--- src/rtl/pipe_stall_ctrl_pkg.sv ---
// Shared constants for the pipeline stall/flush sequencer.
package pipe_stall_ctrl_pkg;

    localparam int unsigned PC_SEL_W    = 2;
    localparam int unsigned MULT_CYC    = 5;
    localparam int unsigned DIV_CYC     = 10;
    localparam int unsigned STALL_CNT_W = 32;

    localparam logic [PC_SEL_W-1:0] PCSEL_NORM = 2'b00;
    localparam logic [PC_SEL_W-1:0] PCSEL_EXC  = 2'b01;
    localparam logic [PC_SEL_W-1:0] PCSEL_EPC  = 2'b10;

    localparam logic [31:0] EXC_HANDLER = 32'h0000_4180;

endpackage

--- src/rtl/pipe_stall_ctrl_md_busy_timer.sv ---
// Mult/div busy countdown: loads on a valid issue, decrements to zero.
module pipe_stall_ctrl_md_busy_timer #(
    parameter int unsigned MULT_CYC = 5,
    parameter int unsigned DIV_CYC  = 10,
    parameter int unsigned CNT_W    = 4
) (
    input  logic clk,
    input  logic reset,
    input  logic go,
    input  logic div,
    output logic busy
);

    logic [CNT_W-1:0] cnt;
    logic [CNT_W-1:0] cnt_nxt;

    // A new issue always reloads, even if still counting (restart semantics).
    always_comb begin
        cnt_nxt = cnt;
        if (go) begin
            cnt_nxt = div ? CNT_W'(DIV_CYC) : CNT_W'(MULT_CYC);
        end else if (cnt != '0) begin
            cnt_nxt = cnt - CNT_W'(1);
        end
    end

    always_ff @(posedge clk or posedge reset) begin
        if (reset) begin
            cnt <= '0;
        end else begin
            cnt <= cnt_nxt;
        end
    end

    assign busy = (cnt != '0);

endmodule

--- src/rtl/pipe_stall_ctrl.sv ---
// Pipeline sequencer: arbitrates load-use / mult-div stalls against
// exception and eret flushes, and counts stall cycles.
module pipe_stall_ctrl #(
    parameter int unsigned MULT_CYC = pipe_stall_ctrl_pkg::MULT_CYC,
    parameter int unsigned DIV_CYC  = pipe_stall_ctrl_pkg::DIV_CYC,
    parameter int unsigned CNT_W    = 4
) (
    input  logic        clk,
    input  logic        reset,
    input  logic        load_use,
    input  logic        md_useD,
    input  logic        md_startE,
    input  logic        md_divE,
    input  logic        exc_reqM,
    input  logic        eretM,
    output logic        en_pc,
    output logic        en_fd,
    output logic        clr_fd,
    output logic        clr_de,
    output logic        clr_em,
    output logic [1:0]  pc_sel,
    output logic        md_busy,
    output logic [31:0] stall_cnt
);

    import pipe_stall_ctrl_pkg::*;

    logic md_go;
    logic stall;
    logic stall_sel;

    // An exception at M kills the E-stage mult/div before it can start.
    assign md_go = md_startE & ~exc_reqM;

    pipe_stall_ctrl_md_busy_timer #(
        .MULT_CYC (MULT_CYC),
        .DIV_CYC  (DIV_CYC),
        .CNT_W    (CNT_W)
    ) u_md_timer (
        .clk   (clk),
        .reset (reset),
        .go    (md_go),
        .div   (md_divE),
        .busy  (md_busy)
    );

    assign stall     = load_use | (md_useD & (md_busy | md_startE));
    assign stall_sel = stall & ~exc_reqM & ~eretM;

    // Priority: exception > eret > stall > run.
    always_comb begin
        en_pc  = 1'b1;
        en_fd  = 1'b1;
        clr_fd = 1'b0;
        clr_de = 1'b0;
        clr_em = 1'b0;
        pc_sel = PCSEL_NORM;
        if (exc_reqM) begin
            clr_fd = 1'b1;
            clr_de = 1'b1;
            clr_em = 1'b1;
            pc_sel = PCSEL_EXC;
        end else if (eretM) begin
            clr_fd = 1'b1;
            clr_de = 1'b1;
            pc_sel = PCSEL_EPC;
        end else if (stall) begin
            en_pc  = 1'b0;
            en_fd  = 1'b0;
            clr_de = 1'b1;
        end
    end

    // Flush cycles are not stalls; counter saturates at all-ones.
    always_ff @(posedge clk or posedge reset) begin
        if (reset) begin
            stall_cnt <= '0;
        end else if (stall_sel && (stall_cnt != '1)) begin
            stall_cnt <= stall_cnt + STALL_CNT_W'(1);
        end
    end

endmodule

--- config.mk ---
export PLATFORM = sky130hd
export DESIGN_NAME = pipe_stall_ctrl
export DESIGN_NICKNAME = d
export VERILOG_FILES = /design/src/rtl/pipe_stall_ctrl_pkg.sv /design/src/rtl/pipe_stall_ctrl_md_busy_timer.sv /design/src/rtl/pipe_stall_ctrl.sv
export SDC_FILE = /design/constraint.sdc
export NUM_CORES = 1
export LEC_CHECK = 0
export CAP_MARGIN = 20
export CORE_MARGIN = 3
export CORE_UTILIZATION = 49
export DETAILED_ROUTE_END_ITERATION = 12
export PLACE_DENSITY_LB_ADDON = 0.05
export SYNTH_ARGS = -nofsm -noshare
export SYNTH_HDL_FRONTEND = slang
export SYNTH_SLANG_ARGS = --single-unit
--- constraint.sdc ---
create_clock -name clk -period 2.95 [get_ports clk]
set_clock_uncertainty 0.2 [all_clocks]
set_input_delay 0.4425 -clock clk [delete_from_list [all_inputs] [get_ports clk]]
set_output_delay 0.4425 -clock clk [all_outputs]
set_load 0.005 [all_outputs]
* Word level (Yosys, flattened, before mapping)
Index checks and enable logic that the tools add are counted.
W data, S select, Z words.
** Word-level totals
- Register bits after elaboration :: 36
- Input bits :: 8
- Output and inout port bits :: 40
- Word-level logic and storage cells :: 30
** Cells by class
- Add/sub/neg operators :: 2
- Equal/unequal tests :: 1
- Mux-type cells :: 14
- Bitwise operators :: 8
- Reductions and logical operators :: 3
** Operator list (count)
- $add A32 B1 Y32 const B :: 1
- $ne A32 B32 Y1 const B :: 1
- $mux W4 :: 3
- $mux W1 :: 9
- $and A1 B1 Y1 :: 4
- $mux W2 :: 2
- $reduce_bool A4 Y1 :: 1
- $sub A4 B1 Y4 const B :: 1
- $not A1 Y1 :: 2
- $or A1 B1 Y1 :: 2
- $reduce_bool A2 Y1 :: 1
- $logic_and A1 B1 Y1 :: 1

* Depth between registers and ports, before layout
Gate-level depths: netlist of run 1.
- Depth in word-level cells :: 7
- Depth in mapped cells :: 9
- Depth with buffers taken out :: 7

* Hierarchy
A second synthesis of run 1 with hierarchy kept.
** Unflattened totals
- Cell total of the unflattened synthesis :: 183
- Area, all modules :: 1973.1 um^2
** By module, submodules not included
- pipe_stall_ctrl :: times used 1, cells each 155, area an instance 1710.4 um^2, seq. area each 800.8 um^2
- pipe_stall_ctrl_md_busy_timer :: times used 1, cells each 28, area an instance 262.8 um^2, seq. area each 100.1 um^2

* Worst setup path after synthesis of run 1
No wires, ideal clock.
- Kind :: register to output
- Start point :: register u_md_timer.cnt[0]
- End point :: output en_pc
- Data arrival time :: 1810 ps
- Required time :: 2308 ps
- Path slack :: 497 ps
- Cell stages (with the launch flop) :: 8
- Path buffers :: 2
- Cells stage by stage :: dfrtp_1 > inv_1 > ha_1 > or3b_2 > buf_2 > o221a_2 > inv_1 > buf_4
** Between the ends
- Longest elaborated chain between the ends :: 7
** RTL lines
- start: declaration :: RTL line pipe_stall_ctrl_md_busy_timer.sv:14 : logic [CNT_W-1:0] cnt;
- start signal: assignment :: RTL line pipe_stall_ctrl_md_busy_timer.sv:31 : cnt <= cnt_nxt;
- $reduce_bool A4 Y1 :: RTL line pipe_stall_ctrl_md_busy_timer.sv:35 : assign busy = (cnt != '0);
- named net md_busy :: RTL line pipe_stall_ctrl.sv:22 : output logic md_busy,
- $or A1 B1 Y1 :: RTL line pipe_stall_ctrl.sv:47 : assign stall = load_use | (md_useD & (md_busy | md_startE));
- $and A1 B1 Y1 :: RTL line pipe_stall_ctrl.sv:47
- $or A1 B1 Y1 :: RTL line pipe_stall_ctrl.sv:47
- $mux W1 (3 in series)
- end: declaration :: RTL line pipe_stall_ctrl.sv:16 : output logic en_pc,
The timed path passes the listed nets, and every way through them passes these cells.

* Worst setup path after layout of run 1
- Start point :: register u_md_timer.cnt[1]
- End point :: output en_pc
** Between the ends
- Longest elaborated chain between the ends :: 7
** RTL lines
- $reduce_bool A4 Y1 :: RTL line pipe_stall_ctrl_md_busy_timer.sv:35
- $or A1 B1 Y1 :: RTL line pipe_stall_ctrl.sv:47
- $and A1 B1 Y1 :: RTL line pipe_stall_ctrl.sv:47
- $or A1 B1 Y1 :: RTL line pipe_stall_ctrl.sv:47
- $mux W1 :: RTL line pipe_stall_ctrl.sv:67 : end else if (stall) begin
- $mux W1 :: RTL line pipe_stall_ctrl.sv:63 : end else if (eretM) begin
- $mux W1 :: RTL line pipe_stall_ctrl.sv:58 : if (exc_reqM) begin
Every way passes these cells.

==> impl_metrics.csv, run 1 <==
group,metric,value,unit
floorplan,die_w,68.2,um
clock_network,cts-root-buf,"clkbuf_8",
sta,hold_viol,0,
synth,synth_ff_type,"dfrtp_1",
synth,synthMuxAreaShare,0,%
synth,synth_area_leader_cell,"dfrtp_1",
synth,yosysTopAreaCellShare,47.5,%
setup_path,criticalPathCategory,"reg2out",
synth,syn_area,1900,um^2
route,via_count,1544,
power_and_ir_drop,p_int,0.000938,W
clock_network,clk_latency,0.29,ns
setup_path,crit_buf_inv,3,
sta,fmax,356,MHz
sta,period_needed,2.81,ns
global_route,grt_start_max_net_pins,21,
synth,ys_seq_area_share,47.5,%
sta,finalSetupViolCount,0,
synth,synth_xor_area_share,14.8,%
place,port_buffers,47,
flow_run,max_cap_viol_count,0,
synth,synth-compound-area-share,6.33,%
global_route,grt_pass1_wl,7120,um
floorplan,chipHeight,68.2,um
setup_path,cp-start-kind,"register",
synth,yosys.area_share.simple,26.2,%
clock_network,cts_tree,"built",
power_and_ir_drop,power.switching,0.000380,W
setup_path,worstPathMaxFanout,4,
setup_path,rr_startpoint,"stall_cnt[0]",
setup_path,rr_worst_depth,6,
layout,diodes,0,
setup_path,cp.required,2.31,ns
setup_path,cp.arrival,2.17,ns
sta,whs,0.315,ns
floorplan,dieArea,4660,um^2
setup_path,path_cells,"inv_1 > ha_1 > or3b_4 > o221a_2 > inv_2 > clkdlybuf4s50_1",
sta,maxSlewHeadroom,54.5,%
power_and_ir_drop,p_comb_share,24.3,%
synth,synth-edff-count,0,
clock_network,htree_levels,2,
power_and_ir_drop,seq_power_share,48.5,%
floorplan,floorplan.initialDensity,53.9,%
power_and_ir_drop,p_leak,1.14,nW
setup_path,cp-end-kind,"primary output",
floorplan,fp-row-count,21,
synth,synthArstFlopShare,100,%
worst_hold_path,whs_endpoint,"stall_cnt[14]",
route,drc,0,
layout,mostFrequentLayoutCell,"clkdlybuf4s50_1",
synth,ys_top_cells_by_area,"dfrtp_1, xor2_1, xnor2_1, nand3_1, nand2_1",
setup_path,critPathMaxStageDelay,0.49,ns
route,finalWirelength,4110,um
power_and_ir_drop,p_sw_share,28.8,%
sta,maxSlewViolCount,0,
route,wl_per_cell,14.5,um
place,gp_congestion,0.837,
global_route,overflow,0,
layout,layout_common_cells,"clkdlybuf4s50_1, dfrtp_1, xor2_1",
layout,fin_nets,248,
clock_network,path_clk_slew,0.07,ns
synth,synthDistinctLibCells,38,
setup_path,rrSetupSlack,0.52,ns
sta,worstMarginPinSlew,0.682,ns
worst_hold_path,hold_class,"reg2reg",
sta,fin_setup_tns,0,ns
place,hpwl,3110,um
route,via_per_inst,5.44,
floorplan,fp.coreArea,3520,um^2
global_route,grt_usage,20.2,%
clock_network,numCtsBuffers,5,
sta,fin_crit_sh,95.3,%
power_and_ir_drop,clkPwrFrac,27.2,%
route,drt-initial-drc-count,129,
synth,ys_seq_elements,36,
setup_path,r2r-end,"stall_cnt[17]",
global_route,grt_pass1_vias,1514,
global_route,antenna_found_initial,0,
route,firstDrtPassIters,4,
worst_hold_path,hp-start,"stall_cnt[14]",
synth,syn_inst,184,
synth,synthAdderAreaFrac,1.98,%
layout,drive_gt1_share,11.8,%
synth,yosysWarnings,0,
setup_path,critPathSlowestCell,"clkdlybuf4s50_1",
sta,rsz0062_at_grt,"false",
setup_path,critPathTopFamily,"buffers and inverters",
synth,avgSynthCellArea,10.3,um^2
synth,synth_top_family_by_area,"simple AND/OR/NAND/NOR gates",
clock_network,cts.sinks,36,
power_and_ir_drop,ir_worst_vdd,0.529,mV
worst_hold_path,hold_path_depth,1,
layout,syn_to_final_growth,33.3,%
power_and_ir_drop,p_per_area,521,nW/um^2
clock_network,clk_path_buf_depth,2,
run_status,outcome,"complete, no violations",
synth,synth_nets,195,
route,antenna_left,0,
floorplan,pin_count,48,
==> logic make-up (layout without fill, tap and decap cells) <==
kind of cell / after synthesis / after routing
buf+inv: 11 / 65
compound gates: 14 / 14
simple gates: 88 / 88
xor+xnor: 32 / 32
fa+ha+maj: 3 / 3
flops: 36 / 36
==> registers in the layout, summed over array words and instances (netlist names) <==
| signal | flops |
|---|---|
| stall_cnt | 32 |
| u_md_timer.cnt | 4 |
==> synth_stat cells (2+ instances only) <==
cell type,n
and4_1,4
and3_2,3
a21oi_1,3
nor2_1,10
nor3_1,9
xor2_1,21
ha_1,3
buf_4,3
dfrtp_1,36
nand2_1,18
o21ai_0,3
buf_2,2
nand4_1,10
xnor2_1,11
nor4_1,8
inv_1,5
nand3_1,14
==> metal layers <==
layer  global-route usage (%)  vias to the layer above  wire length, um
met2                     33.1                       38             2080
met1                     26.3                      737             1810
met3                     5.91                        5              183
met5                        0                        -                0
met4                     4.71                        0               36
li1                         -                      764                -
==> power groups by stage <==
stage / logic [W] / registers, W / clock network, W
finish: 0.000320 / 0.000640 / 0.000358
detailed placement: 0.000308 / 0.000644 / 0
floorplan: 0.000191 / 0.000623 / 0
global placement: 0.000299 / 0.000640 / 0
CTS: 0.000313 / 0.000638 / 0.000368
global route: 0.000356 / 0.000655 / 0.000387
==> worst max-delay path by stage <==
stage | start | endpoint | slack [ns] | cells past startpoint
floorplan | u_md_timer.cnt[0] | en_pc | 0.50 | 7
global placement | u_md_timer.cnt[0] | en_pc | 0.28 | 6
detailed placement | u_md_timer.cnt[0] | en_fd | 0.22 | 6
CTS | u_md_timer.cnt[0] | en_fd | 0.03 | 6
global route | u_md_timer.cnt[1] | en_pc | 0.006 | 6
finish | u_md_timer.cnt[1] | en_pc | 0.14 | 6
==> through the flow <==
step / cell area [um^2] / setup WS [ns] / util, % / cells / total power (W)
after global placement: 2420 / 0.278 / 68.7 / 274 / 0.000939
after detailed placement: 2420 / 0.221 / 68.7 / 274 / 0.000952
after global routing: 2530 / 0.00608 / 71.9 / 284 / 0.00140
final: 2530 / 0.138 / 71.9 / 284 / 0.00132
after floorplan: 1900 / 0.497 / - / 184 / 0.000814
after CTS: 2510 / 0.0312 / 71.4 / 282 / 0.00132
==> layout make-up <==
cell class	instances	area [um^2]
Fill cell	264	991
Multi-Input combinational cell	137	937
Sequential cell	36	901
Timing Repair Buffer	52	523
Clock buffer	6	82.6
Tap cell	46	57.6
Inverter	5	18.8
Clock inverter	2	10.0
==> worst reg2reg max path, delay by kind of cell, from the launching register on <==
kind                     cells  cell delay, ns
AO/OA/AOI/OAI                1            0.53
flip-flops                   1            0.43
adder cells (fa/ha/maj)      1            0.23
XOR/XNOR                     1            0.16
AND/OR/NAND/NOR              3            0.75
==> repair_timing <==
action	in CTS	in global routing
endpoints found under the setup margin	2	2
hold endpoints to repair	0	0
resized for setup	1	3
hold buffers	0	0
buffers inserted	0	2
Power figures use the tool's default switching activity.
==> run 2: changes to the inputs <==
Settings changed: CORE_UTILIZATION 49 to 44.
Clock period 2.95 ns to 2.37 ns, I/O delays scaled along.
==> run 2 against run 1 <==
Net effect:
- setup slack worse by 0.046 ns
- via count grew 6.3%
- clock power is 26% higher
- combinational power up 74%
- largest cell class unchanged
- largest power group unchanged
- highest routed layer unchanged
==> impl_metrics.csv, run 2 (synthesis gave the netlist of run 1 again) <==
group,metric,value,unit
sta,setup_ws,0.0916,ns
global_route,grt_pass1_vias,1631,
setup_path,cp-start-kind,"register",
sta,finalSetupViolCount,0,
worst_hold_path,hold_class,"in2async",
global_route,grt_usage,19.0,%
sta,worstMarginPinSlew,0.461,ns
sta,period_needed,2.28,ns
floorplan,fp-row-count,23,
layout,fin_nets,266,
clock_network,path_clk_slew,0.07,ns
sta,hold_viol,0,
floorplan,die_w,71.7,um
sta,maxSlewHeadroom,69.2,%
clock_network,cts-root-buf,"clkbuf_8",
flow_run,max_cap_viol_count,0,
clock_network,numCtsBuffers,5,
global_route,overflow,0,
floorplan,pin_count,48,
route,drt-initial-drc-count,73,
setup_path,r2r-end,"stall_cnt[28]",
power_and_ir_drop,ir_worst_vdd,0.483,mV
place,hpwl,3300,um
floorplan,dieArea,5140,um^2
power_and_ir_drop,p_leak,1.22,nW
global_route,antenna_found_initial,0,
power_and_ir_drop,seq_power_share,43.3,%
setup_path,rrSetupSlack,0.10,ns
setup_path,cp.required,1.81,ns
layout,syn_to_final_growth,40.7,%
sta,fmax,439,MHz
layout,largest-register,"stall_cnt",
layout,largest_reg_flops,32,
route,antenna_left,0,
layout,diodes,0,
global_route,grt_start_max_net_pins,37,
clock_network,clk_path_buf_depth,2,
place,gp_congestion,0.800,
global_route,grt_pass1_wl,7750,um
power_and_ir_drop,p_per_area,665,nW/um^2
route,wl_per_cell,14.9,um
route,via_per_inst,5.37,
route,firstDrtPassIters,4,
floorplan,chipHeight,71.7,um
floorplan,floorplan.initialDensity,46.4,%
sta,fin_setup_tns,0,ns
power_and_ir_drop,power.switching,0.000516,W
floorplan,fp.coreArea,4090,um^2
layout,mostFrequentLayoutCell,"clkdlybuf4s50_1",
power_and_ir_drop,p_sw_share,29.1,%
route,finalWirelength,4550,um
place,port_buffers,47,
clock_network,clk_latency,0.28,ns
clock_network,htree_levels,2,
layout,reg_top3,"stall_cnt: 32 flops, u_md_timer.cnt: 4 flops",
setup_path,rr_worst_depth,8,
power_and_ir_drop,p_int,0.00126,W
place,pre_cts_slack,-0.130,ns
power_and_ir_drop,p_comb_share,31.4,%
power_and_ir_drop,clkPwrFrac,25.3,%
sta,maxSlewViolCount,0,
setup_path,cp.arrival,1.72,ns
sta,fin_crit_sh,96.1,%
clock_network,postCtsHoldBufs,0,
sta,rsz0062_at_grt,"true",
run_status,outcome,"complete, no violations",
route,drc,0,
layout,layout_common_cells,"clkdlybuf4s50_1, dfrtp_1, buf_4",
setup_path,cp-end-kind,"primary output",
route,via_count,1642,
setup_path,criticalPathCategory,"reg2out",
layout,drive_gt1_share,20.3,%
setup_path,rr_startpoint,"u_md_timer.cnt[1]",
setup_path,worstPathMaxFanout,3,
clock_network,cts_tree,"built",
clock_network,cts.sinks,36,
==> run 2: cell type report <==
class	instances	area, um^2
clock buffers	8	90.1
fillers	344	1420
inverters	5	21.3
multi-input cells	137	968
flip-flops and latches	36	901
well taps	50	62.6
repair buffers	70	627
==> run 2: repair_timing <==
| item | in CTS | in global routing |
|---|---|---|
| resized for setup | 18 | 8 |
| pin swaps | 1 | 4 |
| endpoints found under the hold margin | 0 | 0 |
| setup buffers | 2 | 1 |
| setup endpoints to repair | 4 | 10 |
==> run 2: layer usage <==
metal,GRT usage (%),vias up,routed length [um]
met2,32.3,38,2290
met1,24.3,802,2000
met4,6.05,0,73
li1,-,794,-
met3,3.51,8,185
met5,0,-,0
==> run 2: stage by stage <==
step                      instances  util [%]  hold WS, ns  total power [W]  instance area, um^2
after global placement          295      62.1        0.295          0.00126                 2540
after detailed placement        295      62.1        0.310          0.00128                 2540
after CTS                       305      65.0        0.286          0.00176                 2660
after floorplan                 184         -        0.297          0.00101                 1900
final                           306      65.3        0.269          0.00178                 2670
after global routing            306      65.3        0.332          0.00189                 2670
==> run 2: how the worst max path moves through the flow <==
stage               endpoint  cells past startpoint  slack [ns]         startpoint
floorplan              en_pc                      7       0.004  u_md_timer.cnt[0]
global placement       en_pc                      6       -0.11  u_md_timer.cnt[1]
detailed placement     en_pc                      6       -0.13  u_md_timer.cnt[1]
CTS                  md_busy                      6       0.006  u_md_timer.cnt[1]
global route          clr_de                      7      -0.002  u_md_timer.cnt[1]
finish                clr_de                      7        0.09  u_md_timer.cnt[1]
==> run 2: critical path, stage by stage, from the launching register on <==
cell and delay, ns:
dfrtp_1 0.40, inv_2 0.09, ha_4 0.13, or3b_4 0.39
buf_6 0.13, o21ai_2 0.09, nand3b_1 0.07, buf_2 0.13
==> run 2: power by group through the flow <==
stage                     Clock (W)  Combinational [W]  Sequential, W
after floorplan                   0           0.000237       0.000775
after global placement            0           0.000488       0.000769
after detailed placement          0           0.000504       0.000772
after CTS                  0.000460           0.000530       0.000767
after global routing       0.000486           0.000623       0.000784
final                      0.000450           0.000557       0.000769
==> run 3: changes to the inputs <==
Settings changed: CAP_MARGIN 20 to not set.
==> results of run 3 <==
Final layout, timing and power as in run 2 (identical DEF).
